**src/rtl/rule110_host_sequencer_if.sv**
```systemverilog
// rtl/rule110_host_sequencer_if.sv - host command/stream and CA pin bundle for the rule110 host sequencer
`timescale 1ns/1ps
interface rule110_host_sequencer_if #(
  parameter int ADDR_BITS = 6,
  parameter int GEN_BITS  = 16
);
  logic                 cmd_valid;
  logic                 cmd_ready;
  logic [1:0]           cmd_op;
  logic [GEN_BITS-1:0]  cmd_arg;

  logic [7:0]           load_data;
  logic                 load_valid;
  logic                 load_ready;

  logic [7:0]           rd_data;
  logic                 rd_valid;
  logic                 rd_ready;

  logic                 busy;
  logic                 done;

  logic [7:0]           ca_data_in;
  logic                 ca_write_enable_n;
  logic                 ca_halt_n;
  logic [ADDR_BITS-1:0] ca_address;
  logic [7:0]           ca_data_out;

  // slave: the sequencer itself; master: host fabric plus the CA pins it talks to
  modport slave (
    input  cmd_valid, cmd_op, cmd_arg,
    input  load_data, load_valid,
    input  rd_ready,
    input  ca_data_out,
    output cmd_ready, load_ready,
    output rd_data, rd_valid,
    output busy, done,
    output ca_data_in, ca_write_enable_n, ca_halt_n, ca_address
  );

  modport master (
    output cmd_valid, cmd_op, cmd_arg,
    output load_data, load_valid,
    output rd_ready,
    output ca_data_out,
    input  cmd_ready, load_ready,
    input  rd_data, rd_valid,
    input  busy, done,
    input  ca_data_in, ca_write_enable_n, ca_halt_n, ca_address
  );
endinterface

```
**src/rtl/rule110_host_sequencer.sv**
```systemverilog
// rtl/rule110_host_sequencer.sv - turns LOAD/RUN/READ host commands into cycle-exact rule110 CA pin sequences
`timescale 1ns/1ps
module rule110_host_sequencer #(
  parameter int NUM_BLOCKS = 28,
  parameter int ADDR_BITS  = 6,
  parameter int GEN_BITS   = 16
) (
  input  logic                    clk,
  input  logic                    reset,
  rule110_host_sequencer_if.slave bus
);

  typedef enum logic [2:0] {
    S_IDLE,
    S_LOAD,
    S_RUN,
    S_READ_ADDR,
    S_READ_HOLD
  } state_t;

  localparam logic [1:0] OP_NOP  = 2'd0;
  localparam logic [1:0] OP_LOAD = 2'd1;
  localparam logic [1:0] OP_RUN  = 2'd2;
  localparam logic [1:0] OP_READ = 2'd3;

  localparam logic [ADDR_BITS-1:0] LAST_BLK = ADDR_BITS'(NUM_BLOCKS - 1);
  localparam logic [ADDR_BITS-1:0] ADDR_ONE = ADDR_BITS'(1);
  localparam logic [GEN_BITS-1:0]  CNT_ONE  = GEN_BITS'(1);

  state_t               state_q, state_d;
  logic [ADDR_BITS-1:0] blk_q, blk_d;
  logic [GEN_BITS-1:0]  cnt_q, cnt_d;
  logic [7:0]           ca_data_in_q, ca_data_in_d;
  logic                 ca_we_n_q, ca_we_n_d;
  logic                 ca_halt_n_q, ca_halt_n_d;
  logic [ADDR_BITS-1:0] ca_address_q, ca_address_d;
  logic [7:0]           rd_data_q, rd_data_d;
  logic                 rd_valid_q, rd_valid_d;
  logic                 done_q, done_d;

  logic load_fire;
  logic rd_fire;

  assign load_fire = bus.load_valid && (state_q == S_LOAD);
  assign rd_fire   = rd_valid_q && bus.rd_ready;

  always_ff @(posedge clk or posedge reset) begin
    if (reset) begin
      state_q      <= S_IDLE;
      blk_q        <= '0;
      cnt_q        <= '0;
      ca_data_in_q <= '0;
      ca_we_n_q    <= 1'b1;
      ca_halt_n_q  <= 1'b0;
      ca_address_q <= '0;
      rd_data_q    <= '0;
      rd_valid_q   <= 1'b0;
      done_q       <= 1'b0;
    end else begin
      state_q      <= state_d;
      blk_q        <= blk_d;
      cnt_q        <= cnt_d;
      ca_data_in_q <= ca_data_in_d;
      ca_we_n_q    <= ca_we_n_d;
      ca_halt_n_q  <= ca_halt_n_d;
      ca_address_q <= ca_address_d;
      rd_data_q    <= rd_data_d;
      rd_valid_q   <= rd_valid_d;
      done_q       <= done_d;
    end
  end

  always_comb begin
    state_d      = state_q;
    blk_d        = blk_q;
    cnt_d        = cnt_q;
    ca_data_in_d = ca_data_in_q;
    ca_we_n_d    = ca_we_n_q;
    ca_halt_n_d  = ca_halt_n_q;
    ca_address_d = ca_address_q;
    rd_data_d    = rd_data_q;
    rd_valid_d   = rd_valid_q;
    done_d       = 1'b0;

    case (state_q)
      S_IDLE: begin
        ca_we_n_d    = 1'b1;
        ca_halt_n_d  = 1'b0;
        ca_address_d = '0;
        ca_data_in_d = '0;
        blk_d        = '0;
        if (bus.cmd_valid) begin
          case (bus.cmd_op)
            OP_NOP:  done_d = 1'b1;
            OP_LOAD: state_d = S_LOAD;
            OP_RUN: begin
              if (bus.cmd_arg == '0) begin
                done_d = 1'b1;
              end else begin
                // halt_n rises on the accept edge so the first run cycle is the next one
                state_d     = S_RUN;
                cnt_d       = bus.cmd_arg;
                ca_halt_n_d = 1'b1;
              end
            end
            OP_READ: state_d = S_READ_ADDR;
            default: state_d = S_IDLE;
          endcase
        end
      end

      S_LOAD: begin
        ca_halt_n_d = 1'b0;
        ca_we_n_d   = 1'b1;
        if (load_fire) begin
          ca_address_d = blk_q;
          ca_data_in_d = bus.load_data;
          ca_we_n_d    = 1'b0;
          if (blk_q == LAST_BLK) begin
            state_d = S_IDLE;
            blk_d   = '0;
            done_d  = 1'b1;
          end else begin
            blk_d = blk_q + ADDR_ONE;
          end
        end
      end

      S_RUN: begin
        ca_we_n_d = 1'b1;
        // cnt counts remaining high cycles; the zero cycle lets halt_n settle low before done
        if (cnt_q == '0) begin
          state_d = S_IDLE;
          done_d  = 1'b1;
        end else begin
          cnt_d = cnt_q - CNT_ONE;
          if (cnt_q == CNT_ONE) begin
            ca_halt_n_d = 1'b0;
          end
        end
      end

      S_READ_ADDR: begin
        ca_halt_n_d  = 1'b0;
        ca_we_n_d    = 1'b1;
        ca_address_d = blk_q;
        rd_data_d    = bus.ca_data_out;
        rd_valid_d   = 1'b1;
        state_d      = S_READ_HOLD;
      end

      S_READ_HOLD: begin
        ca_halt_n_d = 1'b0;
        if (rd_fire) begin
          rd_valid_d = 1'b0;
          if (blk_q == LAST_BLK) begin
            state_d = S_IDLE;
            blk_d   = '0;
            done_d  = 1'b1;
          end else begin
            blk_d        = blk_q + ADDR_ONE;
            ca_address_d = blk_q + ADDR_ONE;
            state_d      = S_READ_ADDR;
          end
        end
      end

      default: state_d = S_IDLE;
    endcase
  end

  assign bus.cmd_ready         = (state_q == S_IDLE);
  assign bus.load_ready        = (state_q == S_LOAD);
  assign bus.busy              = (state_q != S_IDLE);
  assign bus.done              = done_q;
  assign bus.rd_data           = rd_data_q;
  assign bus.rd_valid          = rd_valid_q;
  assign bus.ca_data_in        = ca_data_in_q;
  assign bus.ca_write_enable_n = ca_we_n_q;
  assign bus.ca_halt_n         = ca_halt_n_q;
  assign bus.ca_address        = ca_address_q;

endmodule

```
**src/flat_wrapper.sv**
```systemverilog
// flat-port wrapper written by rule: the top's interface ports become plain ports
module rule110_host_sequencer_flat 
#(
  parameter int NUM_BLOCKS = 28,
  parameter int ADDR_BITS  = 6,
  parameter int GEN_BITS   = 16
)
  (clk, reset, bus_cmd_valid, bus_cmd_op, bus_cmd_arg, bus_load_data, bus_load_valid, bus_rd_ready, bus_ca_data_out, bus_cmd_ready, bus_load_ready, bus_rd_data, bus_rd_valid, bus_busy, bus_done, bus_ca_data_in, bus_ca_write_enable_n, bus_ca_halt_n, bus_ca_address);
  rule110_host_sequencer_if #(.ADDR_BITS(ADDR_BITS), .GEN_BITS(GEN_BITS)) bus_i ();
  input  logic clk;
  input  logic reset;
  input wire logic [$bits(bus_i.cmd_valid)-1:0] bus_cmd_valid;
  input wire logic [$bits(bus_i.cmd_op)-1:0] bus_cmd_op;
  input wire logic [$bits(bus_i.cmd_arg)-1:0] bus_cmd_arg;
  input wire logic [$bits(bus_i.load_data)-1:0] bus_load_data;
  input wire logic [$bits(bus_i.load_valid)-1:0] bus_load_valid;
  input wire logic [$bits(bus_i.rd_ready)-1:0] bus_rd_ready;
  input wire logic [$bits(bus_i.ca_data_out)-1:0] bus_ca_data_out;
  output wire logic [$bits(bus_i.cmd_ready)-1:0] bus_cmd_ready;
  output wire logic [$bits(bus_i.load_ready)-1:0] bus_load_ready;
  output wire logic [$bits(bus_i.rd_data)-1:0] bus_rd_data;
  output wire logic [$bits(bus_i.rd_valid)-1:0] bus_rd_valid;
  output wire logic [$bits(bus_i.busy)-1:0] bus_busy;
  output wire logic [$bits(bus_i.done)-1:0] bus_done;
  output wire logic [$bits(bus_i.ca_data_in)-1:0] bus_ca_data_in;
  output wire logic [$bits(bus_i.ca_write_enable_n)-1:0] bus_ca_write_enable_n;
  output wire logic [$bits(bus_i.ca_halt_n)-1:0] bus_ca_halt_n;
  output wire logic [$bits(bus_i.ca_address)-1:0] bus_ca_address;
  assign bus_i.cmd_valid = bus_cmd_valid;
  assign bus_i.cmd_op = bus_cmd_op;
  assign bus_i.cmd_arg = bus_cmd_arg;
  assign bus_i.load_data = bus_load_data;
  assign bus_i.load_valid = bus_load_valid;
  assign bus_i.rd_ready = bus_rd_ready;
  assign bus_i.ca_data_out = bus_ca_data_out;
  assign bus_cmd_ready = bus_i.cmd_ready;
  assign bus_load_ready = bus_i.load_ready;
  assign bus_rd_data = bus_i.rd_data;
  assign bus_rd_valid = bus_i.rd_valid;
  assign bus_busy = bus_i.busy;
  assign bus_done = bus_i.done;
  assign bus_ca_data_in = bus_i.ca_data_in;
  assign bus_ca_write_enable_n = bus_i.ca_write_enable_n;
  assign bus_ca_halt_n = bus_i.ca_halt_n;
  assign bus_ca_address = bus_i.ca_address;
  rule110_host_sequencer #(.NUM_BLOCKS(NUM_BLOCKS), .ADDR_BITS(ADDR_BITS), .GEN_BITS(GEN_BITS)) u_core (.clk(clk), .reset(reset), .bus(bus_i));
endmodule
```
**config.mk**
```make
export PLATFORM = sky130hd
export DESIGN_NAME = rule110_host_sequencer_flat
export DESIGN_NICKNAME = d
export VERILOG_FILES = /design/src/rtl/rule110_host_sequencer_if.sv /design/src/rtl/rule110_host_sequencer.sv /design/src/flat_wrapper.sv
export SDC_FILE = /design/constraint.sdc
export NUM_CORES = 1
export LEC_CHECK = 0
export ABC_AREA = 1
export CAP_MARGIN = 20
export CORE_ASPECT_RATIO = 0.8
export CORE_MARGIN = 1.5
export CORE_UTILIZATION = 46
export CTS_CLUSTER_DIAMETER = 100
export CTS_CLUSTER_SIZE = 10
export DETAILED_ROUTE_END_ITERATION = 16
export PLACE_DENSITY = 0.77
export SYNTH_ARGS = -nofsm -noshare
export SYNTH_HDL_FRONTEND = slang
export SYNTH_SLANG_ARGS = --single-unit
```
**constraint.sdc**
```tcl
create_clock -name clk -period 1.5 [get_ports clk]
set_input_delay 0.375 -clock clk [delete_from_list [all_inputs] [get_ports clk]]
set_output_delay 0.375 -clock clk [all_outputs]
set_load 0.05 [all_outputs]
```
# Word-level counts from Yosys, hierarchy flattened
# Cells that the tools add are included.
# op_classes
n_addsub	2
eq_ne	21
muxes	42
reduce_logical	23
# op_table
operator	n
16-bit two-way mux	4
6-bit two-way mux	6
16-bit logical NOT	2
16-bit one-hot mux with 2 select lines	1
6-bit one-hot mux with 4 select lines	1
3-bit two-way mux	6
6-bit one-hot mux with 3 select lines	1
16-bit by 1-bit equality test with 1-bit output, second input constant	1
8-bit one-hot mux with 2 select lines	1
16-bit by 1-bit subtractor with 16-bit output, second input constant	1
3-bit one-hot mux with 5 select lines	1
1-bit two-way mux	13
2-bit by 1-bit inequality test with 1-bit output, second input constant	6
3-bit one-hot mux with 3 select lines	1
3-bit nonzero test	3
8-bit two-way mux	1
2-bit inequality test, second input constant	4
2-bit nonzero test	4
7-bit AND reduction	1
6-bit by 1-bit adder with 6-bit output, second input constant	1
3-bit by 2-bit equality test with 1-bit output, second input constant	2
6-bit by 5-bit equality test with 1-bit output, second input constant	1
1-bit one-hot mux with 2 select lines	3
3-bit AND reduction	2
other kinds (17)	21
# totals
ff_bits	51
output_inout_bits	29
wordCells	98

# Depth between registers and ports, before layout
# depth
depth_word	5
mapped_depth	12

# Worst setup path after synthesis
# Ideal clock, no wire load.
# synth_path
kind	register to register
from	register u_core.state_q[1]
to	register u_core.state_q[0]
setup_ns	0.067
t_arrival_ns	1.630
slack_ns	-0.197
path_stages_with_launch	9
path_buffers	1
synth_period_minus_slack_ns	1.697
path_cell_list	dfrtp_1 nor2_4 inv_2 nor2_4 inv_1 buf_2 o21ai_0 nand3_1 nand2_1
# synth_between
word_cells_on_any_way	15
# synth_rtl
item	line_no	source
start: declaration	rule110_host_sequencer.sv:30	state_t state_q, state_d;
start signal: assignment	rule110_host_sequencer.sv:60	state_q <= state_d;
3-bit logical NOT (*)	-	
via bus_cmd_ready	flat_wrapper.sv:19	output wire logic [$bits(bus_i.cmd_ready)-1:0] bus_cmd_ready;
4-bit by 1-bit inequality test with 1-bit output (no line), or another cell as far along	-	
7-bit AND reduction (no line)	-	
# The timed path passes the listed nets; every way through them passes the cells marked *.
# A chain may end at the register's enable or synchronous reset.

# Final worst setup path
# layout_path
from	register u_core.state_q[1]
to	output port bus_cmd_ready
# layout_between
elab_chain_cells	1
# layout_lines
item	line_no	source
3-bit logical NOT	rule110_host_sequencer.sv:172	assign bus.cmd_ready = (state_q == S_IDLE);
end: declaration	flat_wrapper.sv:19	
# No other way between the ends.

==> insert_results.sql <==
INSERT INTO impl_metrics (metric_group, metric, value, unit) VALUES
('finish', 'most_frequent_cells_in_the_layout', 'sky130_fd_sc_hd__nand2_1, sky130_fd_sc_hd__buf_4, sky130_fd_sc_hd__nand3_1, sky130_fd_sc_hd__dfrtp_1, sky130_fd_sc_hd__clkdlybuf4s50_1', ''),
('worst_setup_path', 'critical_path_startpoint_category', 'register', ''),
('synth', 'synth.cell_area', '3120', 'µm²'),
('synth', 'synthCells', '437', ''),
('worst_setup_path', 'worstPathArrival', '1350', 'ps'),
('finish', 'total_non_filler_cell_area_in_the_finished_layout', '5140', 'µm²'),
('sta', 'fin_crit_period', '1720', 'ps'),
('worst_setup_path', 'critPathRequiredTime', '1120', 'ps'),
('synth', 'synth_xor_area_share', '0.843', '%'),
('floorplanning', 'row_count', '26', ''),
('synth', 'synth-compound-area-share', '3.89', '%'),
('finish', 'fin_cells', '671', ''),
('hold_path', 'worst_hold_path_type', 'input pin to asynchronous set/reset pin', ''),
('worst_setup_path', 'crit_path_buffers_inverters', '3', ''),
('synth', 'yosys_register_bits', '51', ''),
('global_routing', 'antenna_found_initial', '0', ''),
('clock_tree', 'cts.sink_count', '51', ''),
('power', 'total_leakage_power', '0.00257', 'µW'),
('place', 'dpl.cell_count', '643', ''),
('worst_setup_path', 'crit_family', 'flip-flops', ''),
('worst_setup_path', 'r2r_cell_count', '8', ''),
('sta', 'fin_worst_skew', '8.45', 'ps'),
('synth', 'syn-mean-instance-area', '7.13', 'µm²'),
('global_routing', 'maximum_number_of_pins_on_one_net_before_global_route_repair', '21', ''),
('clock_tree', 'insertion_delay', '320', 'ps'),
('synth', 'synth_largest_area_cell', 'sky130_fd_sc_hd__dfrtp_1', ''),
('synth', 'synthesis.yosys.warnings', '0', ''),
('floorplanning', 'floorplan.die.height', '76.6', 'µm'),
('worst_setup_path', 'critPathMaxStageDelay', '450', 'ps'),
('sta', 'fin_crit_sh', '115', '%'),
('sta', 'timing.fmax', '580', 'MHz'),
('finish', 'post_route_cells_drive_above_1_share', '34.1', '%'),
('sta', 'rsz0062_at_grt', 'yes', ''),
('worst_setup_path', 'worst_path_most_repeated_cell', 'sky130_fd_sc_hd__nor2_4', ''),
('sta', 'slew_headroom', '77.9', '%'),
('sta', 'drv_slew', '0', ''),
('synth', 'yosys.area_share.adder', '2.81', '%'),
('drt', 'drt_pass1_iterations', '5', ''),
('worst_setup_path', 'critical_path_sink_type', 'output pin', ''),
('finish', 'final_common_cell', 'sky130_fd_sc_hd__nand2_1', ''),
('floorplanning', 'initial_core_utilization', '48.1', '%'),
('drt', 'drt-total-wl', '11500', 'µm'),
('clock_tree', 'maximum_buffer_depth_of_the_clock_tree', '2', ''),
('sta', 'finalSetupViolations', '52', ''),
('place', 'hpwlAfterDp', '6820', 'µm'),
('synth', 'synth_simple_gate_area_share', '41.9', '%'),
('drt', 'dr_total_vias', '3729', ''),
('run_status', 'status', 'finished, violations left', ''),
('finish', 'final_net_count', '632', ''),
('run_status', 'failed_checks', 'setup timing', ''),
('synth', 'synth_top_cell_area_share', '40.1', '%'),
('worst_setup_path', 'critical-path-slowest-cell', 'sky130_fd_sc_hd__dfrtp_2', ''),
('sta', 'timing_worst_slew_pin_value', '331', 'ps'),
('sta', 'final.setup.worst_slack', '-225', 'ps'),
('finish', 'final_util', '79.5', '%'),
('drt', 'detail_route.iter0.violations', '362', ''),
('worst_setup_path', 'worst_r2r_endpoint', 'u_core.cnt_q[10]$_DFFE_PP0P_', ''),
('drt', 'ant_nets', '0', ''),
('synth', 'synthTopCellsByArea', 'sky130_fd_sc_hd__dfrtp_1, sky130_fd_sc_hd__nand2_1, sky130_fd_sc_hd__nand3_1', ''),
('synth', 'combinational_family_with_the_most_area_after_synthesis', 'simple AND/OR/NAND/NOR gates', ''),
('worst_setup_path', 'worst-path-max-fanout', '3', ''),
('clock_tree', 'cts.clk_slew.worst_paths', '100', 'ps'),
('floorplanning', 'die_w', '95.0', 'µm'),
('worst_setup_path', 'crit_chain', 'nor2_4 -> inv_2 -> nor2_4 -> buf_6 -> buf_12', ''),
('place', 'numPortBuffers', '67', ''),
('place', 'placement.cell_area', '4620', 'µm²'),
('synth', 'synth_nets', '483', ''),
('clock_tree', 'tritoncts_clock_tree', 'yes', ''),
('drt', 'vias_per_std_cell', '5.56', ''),
('global_routing', 'grt_usage', '27.3', '%'),
('finish', 'antenna-diode-count', '0', '');
## flip-flops by register name, indices dropped and copies added, names as in the netlist
name                          cells
u_core.cnt_q                     16
u_core.bus.ca_data_in             8
u_core.bus.rd_data                8
u_core.blk_q                      6
u_core.bus.ca_address             6
u_core.state_q                    3
u_core.bus.ca_halt_n              1
u_core.bus.ca_write_enable_n      1
u_core.bus.done                   1
u_core.bus.rd_valid               1
## repair_timing
item | 4_1_cts | 5_1_grt
hold endpoints to repair | 0 | 0
endpoints found under the setup margin | 21 | 51
cloned | 0 | 1
setup buffers | 12 | 10
hold buffers | 0 | 0
pin swaps | 6 | 17
resized for setup | 24 | 64
## layout make-up
type / instances / area [µm²]
Clock buffer: 7 / 76.3
Multi-Input combinational cell: 340 / 1860
Fill cell: 368 / 1330
Inverter: 39 / 170
Sequential cell: 51 / 1280
Timing Repair Buffer: 149 / 1650
Clock inverter: 1 / 5.00
Tap cell: 84 / 105
## synth_stat cells (all sizes together)
cell type / count
a21oi: 1
and2: 1
buf: 7
clkinv: 1
dfrtp: 50
dfstp: 1
ha: 7
inv: 38
mux2: 8
nand2: 185
nand3: 52
nand4: 2
nor2: 50
nor3: 3
o211ai: 1
o21ai: 21
or2: 6
xnor2: 1
xor2: 2
## power breakdown
group          switching [µW]  total (µW)  leakage [µW]  internal [µW]
clock network             468         797     0.0000422            329
registers                 554        2470      0.000646           1920
logic                    4270        7610       0.00189           3330
## worst max-delay path by stage
| stage | startpoint | endpoint | depth (start not counted) |
|---|---|---|---|
| after floorplan | u_core.state_q[0]$_DFFE_PP0P_ | bus_busy | 5 |
| after global placement | bus_cmd_arg[13] | u_core.cnt_q[9]$_DFFE_PP0P_ | 11 |
| after detailed placement | bus_cmd_arg[13] | u_core.cnt_q[11]$_DFFE_PP0P_ | 11 |
| after CTS | u_core.state_q[1]$_DFFE_PP0P_ | bus_cmd_ready | 5 |
| after global routing | u_core.state_q[0]$_DFFE_PP0P_ | u_core.state_q[0]$_DFFE_PP0P_ | 12 |
| final | u_core.state_q[1]$_DFFE_PP0P_ | bus_cmd_ready | 5 |
## layer usage
| layer | up-vias | wire length (µm) | GRT usage [%] |
|---|---|---|---|
| met2 | 245 | 5510 | 45.6 |
| met5 | - | 0 | 0 |
| met4 | 0 | 632 | 11.0 |
| met3 | 61 | 980 | 4.49 |
| met1 | 1750 | 4430 | 34.7 |
| li1 | 1673 | - | - |
## metrics by stage
stage	hold WS, ps	setup slack [ps]	setup TNS [ps]	total power (µW)
after floorplan	423	-131	-1900	5770
after global placement	471	-412	-9220	8390
after detailed placement	477	-427	-10400	8600
after CTS	385	-228	-4350	9840
after global routing	398	-275	-8070	11300
final	375	-225	-5160	10900
## kinds of logic after synthesis
kind of cell / count (synthesis)
and+or+nand+nor: 299
adders and majority gates: 7
xor gates and xnor gates: 3
muxes: 8
buffers and inverters: 46
DFF: 51
AOI/OAI and AO/OA: 23
No activity file was read; power rests on OpenSTA's default activity.
==> RTL edit 1: new RTL, config.mk and constraints unchanged <==
`GEN_BITS` is set to 16 in 3 places; all go to 32.
--- a/src/rtl/rule110_host_sequencer_if.sv
+++ b/src/rtl/rule110_host_sequencer_if.sv
@@ -2,7 +2,7 @@
 `timescale 1ns/1ps
 interface rule110_host_sequencer_if #(
   parameter int ADDR_BITS = 6,
-  parameter int GEN_BITS  = 16
+  parameter int GEN_BITS  = 32
 );
   logic                 cmd_valid;
   logic                 cmd_ready;
--- a/src/rtl/rule110_host_sequencer.sv
+++ b/src/rtl/rule110_host_sequencer.sv
@@ -3,7 +3,7 @@
 module rule110_host_sequencer #(
   parameter int NUM_BLOCKS = 28,
   parameter int ADDR_BITS  = 6,
-  parameter int GEN_BITS   = 16
+  parameter int GEN_BITS   = 32
 ) (
   input  logic                    clk,
   input  logic                    reset,
--- a/src/flat_wrapper.sv
+++ b/src/flat_wrapper.sv
@@ -3,7 +3,7 @@
 #(
   parameter int NUM_BLOCKS = 28,
   parameter int ADDR_BITS  = 6,
-  parameter int GEN_BITS   = 16
+  parameter int GEN_BITS   = 32
 )
   (clk, reset, bus_cmd_valid, bus_cmd_op, bus_cmd_arg, bus_load_data, bus_load_valid, bus_rd_ready, bus_ca_data_out, bus_cmd_ready, bus_load_ready, bus_rd_data, bus_rd_valid, bus_busy, bus_done, bus_ca_data_in, bus_ca_write_enable_n, bus_ca_halt_n, bus_ca_address);
   rule110_host_sequencer_if #(.ADDR_BITS(ADDR_BITS), .GEN_BITS(GEN_BITS)) bus_i ();
Ports: changed (resized bus_cmd_arg); port bits go from 68 to 84. The function was not compared with the original's and may differ.
==> RTL edit 1 against the original RTL <==
  * The flow still finishes with violations (negative setup slack)
  * Final area grew 60%
  * Count of clock-buffer cells in the layout grew 3
  * Sequential cell count grew 16
  * Non-clock buffer count grew 128
  * Synthesized area grew 46%
  * Hold slack lost 0.079 ns
  * Sequential power grew 45%
  * Wire length grew 100%
  * Total power grew 73%
  * Setup slack lost 0.49 ns
==> RTL edit 1: results (changes against the original RTL) <==
| Metric | Value |
|---|---|
| Post-synthesis area per instance | `6.73 µm² (was 7.13 µm²)` |
| Initial DRT Pass Iterations | `11 (was 5)` |
| Relative slew slack | `76.9% (was 77.9%)` |
| CP delay by family, top | `simple AND/OR/NAND/NOR gates (was flip-flops)` |
| Worst-Skew Late Latency | `0.36 ns (was 0.32 ns)` |
| Setup tns final | `-25.33 ns (was -5.16 ns)` |
| Switching power | `8.97 mW (was 5.29 mW)` |
| P_leak | `4.11 nW (was 2.57 nW)` |
| Failing checks | `negative setup slack (unchanged)` |
| Routability cong. | `0.982 (was 0.917)` |
| Compound-Gate Fraction of Synth Area | `7.53% (was 3.89%)` |
| Adder-cell share of the synthesized area | `1.92% (was 2.81%)` |
| R2R cell count | `11 (was 8)` |
| Initial antenna violation count | `1 (was 0)` |
| WL final | `23400 µm (was 11500 µm)` |
| Worst Skew | `0.0128 ns (was 0.00845 ns)` |
| Drt initial violations | `1088 (was 362)` |
| CTS resizes | `99 (was 24)` |
| Fin nets | `1012 (was 632)` |
| HPWL Detailed | `11500 µm (was 6820 µm)` |
| Final setup viols | `62 (was 52)` |
| Vias per inst | `6.09 (was 5.56)` |
| Top cells by area, synth | `dfrtp_1 36%, nand2_1 21%, nor2_1 8.4%, nand3_1 6.5%, inv_1 4.7% (was dfrtp_1 40%, nand2_1 21%, nand3_1 8.2%, nor2_1 4.9%, inv_1 3.9%)` |
| Fin cells | `1092 (was 671)` |
| Layout cell share with drive strength beyond 1 | `41.5% (was 34.1%)` |
| Fill count | `462 (was 368)` |
| Asr flop ratio synth | `100% (unchanged)` |
| Vias in the first global route | `5738 (was 3482)` |
| Clock-pin slew on the worst setup and hold paths | `0.06 ns (was 0.10 ns)` |
| CTS Buf Count | `9 (was 5)` |
| Min Hold Slack | `0.295 ns (was 0.375 ns)` |
| First-pass GRT wire length | `28500 µm (was 15500 µm)` |
| Run status | `complete, but fails checks (unchanged)` |
| Max stage delay on crit path | `0.47 ns (was 0.45 ns)` |
| Input/output buffers | `83 (was 67)` |
| Worst EP arrival | `2.49 ns (was 1.35 ns)` |
| WS Path Type | `flop to flop (was flop to output pin)` |
| Slowest CP cell | `dfrtp_1 (was dfrtp_2)` |
| Setup ws final | `-0.714 ns (was -0.225 ns)` |
| IR Drop Worst-Case VDD | `0.00181 V (was 0.00149 V)` |
| Crit-path max FO | `6 (was 3)` |
| Mux cell area share after synthesis | `2.42% (was 2.89%)` |
| CTS H-Tree Depth | `3 (was 2)` |
| Worst R2R Start | `u_core.cnt_q[5]$_DFFE_PP0P_ (was u_core.cnt_q[2]$_DFFE_PP0P_)` |
| CTS root buffer | `clkbuf_16 (was clkbuf_8)` |
| Max reg flops | `32 (was 16)` |
| Postcts setup bufs | `27 (was 12)` |
| Syn Nets | `738 (was 483)` |
| Commonest cells in the netlist | `250 x nand2_1, 102 x nor2_1, 66 x dfrtp_1 (was 178 x nand2_1, 51 x nand3_1, 50 x dfrtp_1)` |
==> RTL edit 1: cell count changes in the layout (fill, tap and decap cells not counted), moves of 9 or more <==
cell,before,now
dfrtp_1,46,61
buf_6,9,18
buf_4,69,168
clkdlybuf4s50_1,33,24
nor2_2,10,30
dlygate4sd2_1,2,24
nand2_2,6,36
nor2_1,30,59
nand3_2,1,10
nand2_1,169,221
clkbuf_16,0,9
inv_1,25,47
nor2_4,10,19
==> RTL edit 1: layer usage <==
layer	share of wire (%)	global-route usage [%]	vias up
met3	14	8.13	274
met1	33	44.0	3004
met2	43	58.2	689
met4	10	14.2	0
li1	-	-	2688
met5	0	0	-
==> RTL edit 1: power by group through the flow <==
| stage | Sequential, mW | Combinational (mW) | Clock, mW |
|---|---|---|---|
| after floorplan | 4.28 | 3.83 | 0 |
| after global placement | 3.28 | 9.18 | 0 |
| after detailed placement | 3.35 | 9.40 | 0 |
| after CTS | 3.37 | 10.3 | 2.54 |
| after global routing | 3.62 | 13.0 | 2.68 |
| final | 3.58 | 12.6 | 2.62 |
==> RTL edit 1: through the flow <==
stage | setup WS (ns) | instance area [µm²] | power (mW)
2_1_floorplan | -0.154 | 4600 | 8.12
3_3_place_gp | -0.764 | 6900 | 12.5
3_5_place_dp | -0.868 | 6900 | 12.7
4_1_cts | -0.215 | 7710 | 16.2
5_1_grt | -0.711 | 8230 | 19.3
6_report | -0.714 | 8230 | 18.8
==> RTL edit 1: cell type report <==
class                   count  area [µm²]  share of cell area (%)
multi-input cells         532        3000                    36.5
repair buffers            277        2740                    33.3
flip-flops and latches     67        1680                    20.5
inverters                  62         267                    3.24
clock buffers              10         239                    2.90
well taps                 136         170                    2.07
clock inverters             6         113                    1.37
repair inverters            1        11.3                   0.137
diodes                      1        2.50                  0.0304
==> RTL edit 2: new RTL, same flow settings <==
Without the edit above. Take the reset off `ca_data_in_q`, `ca_address_q` and `rd_data_q` and load them in a clocked block of their own.
--- a/src/rtl/rule110_host_sequencer.sv
+++ b/src/rtl/rule110_host_sequencer.sv
@@ -49,25 +49,25 @@
       state_q      <= S_IDLE;
       blk_q        <= '0;
       cnt_q        <= '0;
-      ca_data_in_q <= '0;
       ca_we_n_q    <= 1'b1;
       ca_halt_n_q  <= 1'b0;
-      ca_address_q <= '0;
-      rd_data_q    <= '0;
       rd_valid_q   <= 1'b0;
       done_q       <= 1'b0;
     end else begin
       state_q      <= state_d;
       blk_q        <= blk_d;
       cnt_q        <= cnt_d;
-      ca_data_in_q <= ca_data_in_d;
       ca_we_n_q    <= ca_we_n_d;
       ca_halt_n_q  <= ca_halt_n_d;
-      ca_address_q <= ca_address_d;
-      rd_data_q    <= rd_data_d;
       rd_valid_q   <= rd_valid_d;
       done_q       <= done_d;
     end
+  end
+
+  always_ff @(posedge clk) begin
+    ca_data_in_q <= ca_data_in_d;
+    ca_address_q <= ca_address_d;
+    rd_data_q    <= rd_data_d;
   end
 
   always_comb begin
Check against the original RTL: differs if reset is asserted again (counterexample within 4 cycles, from zero or initial values and one cycle with reset high); with reset held inactive, the same outputs for 10 cycles.
==> RTL edit 2 against the original RTL <==
  * The flow still finishes with violations (negative setup slack)
  * Via count decreased by 7.6%
  * Clock skew increased by 0.00097 ns
  * Critical endpoint is now bus_load_ready
  * First-iteration DRC count decreased by 1.1%
  * Non-clock buffer count increased by 4
  * Setup slack improved by 0.0068 ns
  * Synthesized area decreased by 2.3%
  * Final area increased by 1.2%
  * Sequential cell count unchanged
  * Count of clock-buffer cells in the layout decreased by 2
  * Fmax increased by 0.40%
  * Total power increased by 1.5%
  * Critical path depth unchanged
  * Wire length decreased by 5.7%
==> RTL edit 2: results (changes against the original RTL) <==
| Metric | Value |
|---|---|
| Setup ws final | `-0.218 ns (was -0.225 ns)` |
| Asr flop ratio synth | `56.9% (was 100%)` |
| CTS root buffer | `clkbuf_8 (unchanged)` |
| R2R cell count | `9 (was 8)` |
| P_leak | `2.59 nW (was 2.57 nW)` |
| Fin cells | `622 (was 671)` |
| Gr usage total | `27.2% (was 27.3%)` |
| Worst slack at placement | `-0.511 ns (was -0.427 ns)` |
| Crit. Startpoint | `u_core.state_q[2]$_DFFE_PP0P_ (was u_core.state_q[1]$_DFFE_PP0P_)` |
| Post-synthesis area per instance | `8.01 µm² (was 7.13 µm²)` |
| Worst hold path class | `input pin to asynchronous set/reset pin (unchanged)` |
| Post-synth EDFFs | `22 (was 0)` |
| Initial DRT Pass Iterations | `7 (was 5)` |
| CTS H-Tree Depth | `2 (unchanged)` |
| Fin nets | `583 (was 632)` |
| HPWL Detailed | `6500 µm (was 6820 µm)` |
| Fill count | `334 (was 368)` |
| # Max-Cap Violations | `0 (unchanged)` |
| Worst R2R Start | `u_core.state_q[0]$_DFFE_PP0P_ (was u_core.cnt_q[2]$_DFFE_PP0P_)` |
| Worst EP arrival | `1.34 ns` |
| Routability cong. | `0.928 (was 0.917)` |
| Clock-pin slew on the worst setup and hold paths | `0.11 ns` |
| Measured slew at the worst slew-check pin | `0.303 ns (was 0.331 ns)` |
| Layout cell share with drive strength beyond 1 | `40.3% (was 34.1%)` |
| Largest net degree at the start of global routing | `30 (was 21)` |
| Clk buf depth | `2 (unchanged)` |
| Run status | `complete, but fails checks (unchanged)` |
| Vias in the first global route | `3085 (was 3482)` |
| Most used DFF post-synth | `dfrtp_1 (unchanged)` |
| Placed cell area | `0.00461 mm² (was 0.00462 mm²)` |
| Syn Nets | `426 (was 483)` |
| Placed Cells | `591 (was 643)` |
| Failing checks | `negative setup slack (unchanged)` |
| Cell variety after synth | `38 (was 32)` |
| Post-synthesis sequential area ratio | `45.6% (was 41.0%)` |
| Worst-Skew Late Latency | `0.32 ns (about the same)` |
| Total number of yosys warnings | `0 (unchanged)` |
| Vias per inst | `5.54 (was 5.56)` |
| Final setup viols | `36 (was 52)` |
| Input/output buffers | `67 (unchanged)` |
| Crit-path max FO | `4 (was 3)` |
| Initial antenna violation count | `0 (unchanged)` |
| Worst Skew | `0.00942 ns (was 0.00845 ns)` |
| Drt initial violations | `358 (was 362)` |
| Setup tns final | `-3.27 ns (was -5.16 ns)` |
| First-pass GRT wire length | `14700 µm (was 15500 µm)` |
| WL final | `10900 µm (was 11500 µm)` |
| Slew Limit Fails | `0 (unchanged)` |
| IR Drop Worst-Case VDD | `0.00177 V (was 0.00149 V)` |
| Commonest cells in the netlist | `118 x nand2_1, 49 x nor2_1, 42 x inv_1 (was 178 x nand2_1, 51 x nand3_1, 50 x dfrtp_1)` |
| Top cells by area, synth | `dfrtp_1 23%, edfxtp_1 22%, nand2_1 15%, nor2_1 6.0%, inv_1 5.2% (was dfrtp_1 40%, nand2_1 21%, nand3_1 8.2%, nor2_1 4.9%, inv_1 3.9%)` |
-- RTL edit 2: cell types whose count changed in the layout (fill, tap and decap cells not counted), sizes merged, moves of 8 or more --
cell | unedited run | this run
edfxtp | 0 | 22
mux2 | 8 | 0
inv | 37 | 49
o22ai | 0 | 11
dfrtp | 50 | 28
nand3 | 52 | 24
dlymetal6s2s | 3 | 12
nand2 | 185 | 141
-- RTL edit 2: timing repair --
action	CTS	global route
cloned	2	0
hold endpoints to repair	0	0
gates resized for setup	28	67
endpoints found under the setup margin	30	45
buffers inserted	15	6
pin swaps	6	21
-- RTL edit 2: cells by family after synthesis --
kind of cell	Yosys count	share of synthesized area, %
AND/OR/NAND/NOR	231	35.6
buffers and inverters	53	7.89
flip-flops	51	45.6
AO/OA/AOI/OAI	33	6.57
adder cells (fa/ha/maj)	7	2.88
XOR/XNOR	4	1.15
multiplexers	1	0.329
-- RTL edit 2: area by class of cell --
cell class / count / area [µm²] / area share [%]
multi-input cells: 277 / 1680 / 32.3
clock buffers: 5 / 68.8 / 1.32
clock inverters: 3 / 28.8 / 0.553
repair inverters: 1 / 8.76 / 0.168
inverters: 48 / 206 / 3.97
repair buffers: 153 / 1710 / 32.9
flip-flops and latches: 51 / 1390 / 26.7
well taps: 84 / 105 / 2.02
-- RTL edit 2: report_power, final --
part	switching [mW]	leakage [nW]	internal, mW
clock	0.541	0.0502	0.347
combinational	4.22	1.96	3.33
sequential	0.526	0.584	2.08
total	5.28	2.59	5.76
-- RTL edit 2: critical path, stage by stage, from the launching register on --
cell,delay [ns]
dfrtp_1,0.42
inv_2,0.13
nand2_4,0.09
nor2_4,0.13
buf_6,0.13
buf_12,0.13
-- RTL edit 2: final timing paths --
path / to / slack (ns)
max: bus_load_ready / -0.22
min: u_core.cnt_q[14]$_DFFE_PP0P_ / 0.41
max reg2reg: u_core.cnt_q[1]$_DFFE_PP0P_ / -0.16
min reg2reg: u_core.cnt_q[13]$_DFFE_PP0P_ / 0.56
max in group asynchronous: u_core.bus.ca_write_enable_n$_DFFE_PP1P_ / 0.84
min in group clk: u_core.cnt_q[15]$_DFFE_PP0P_ / 0.42
-- RTL edit 2: layer usage --
layer / part of all wire [%] / vias to the layer above / GRT usage [%]
met5: 0 / - / 0
met1: 39 / 1620 / 37.6
met4: 4.3 / 0 / 8.29
li1: - / 1533 / -
met2: 48 / 248 / 43.3
met3: 9.2 / 46 / 6.19
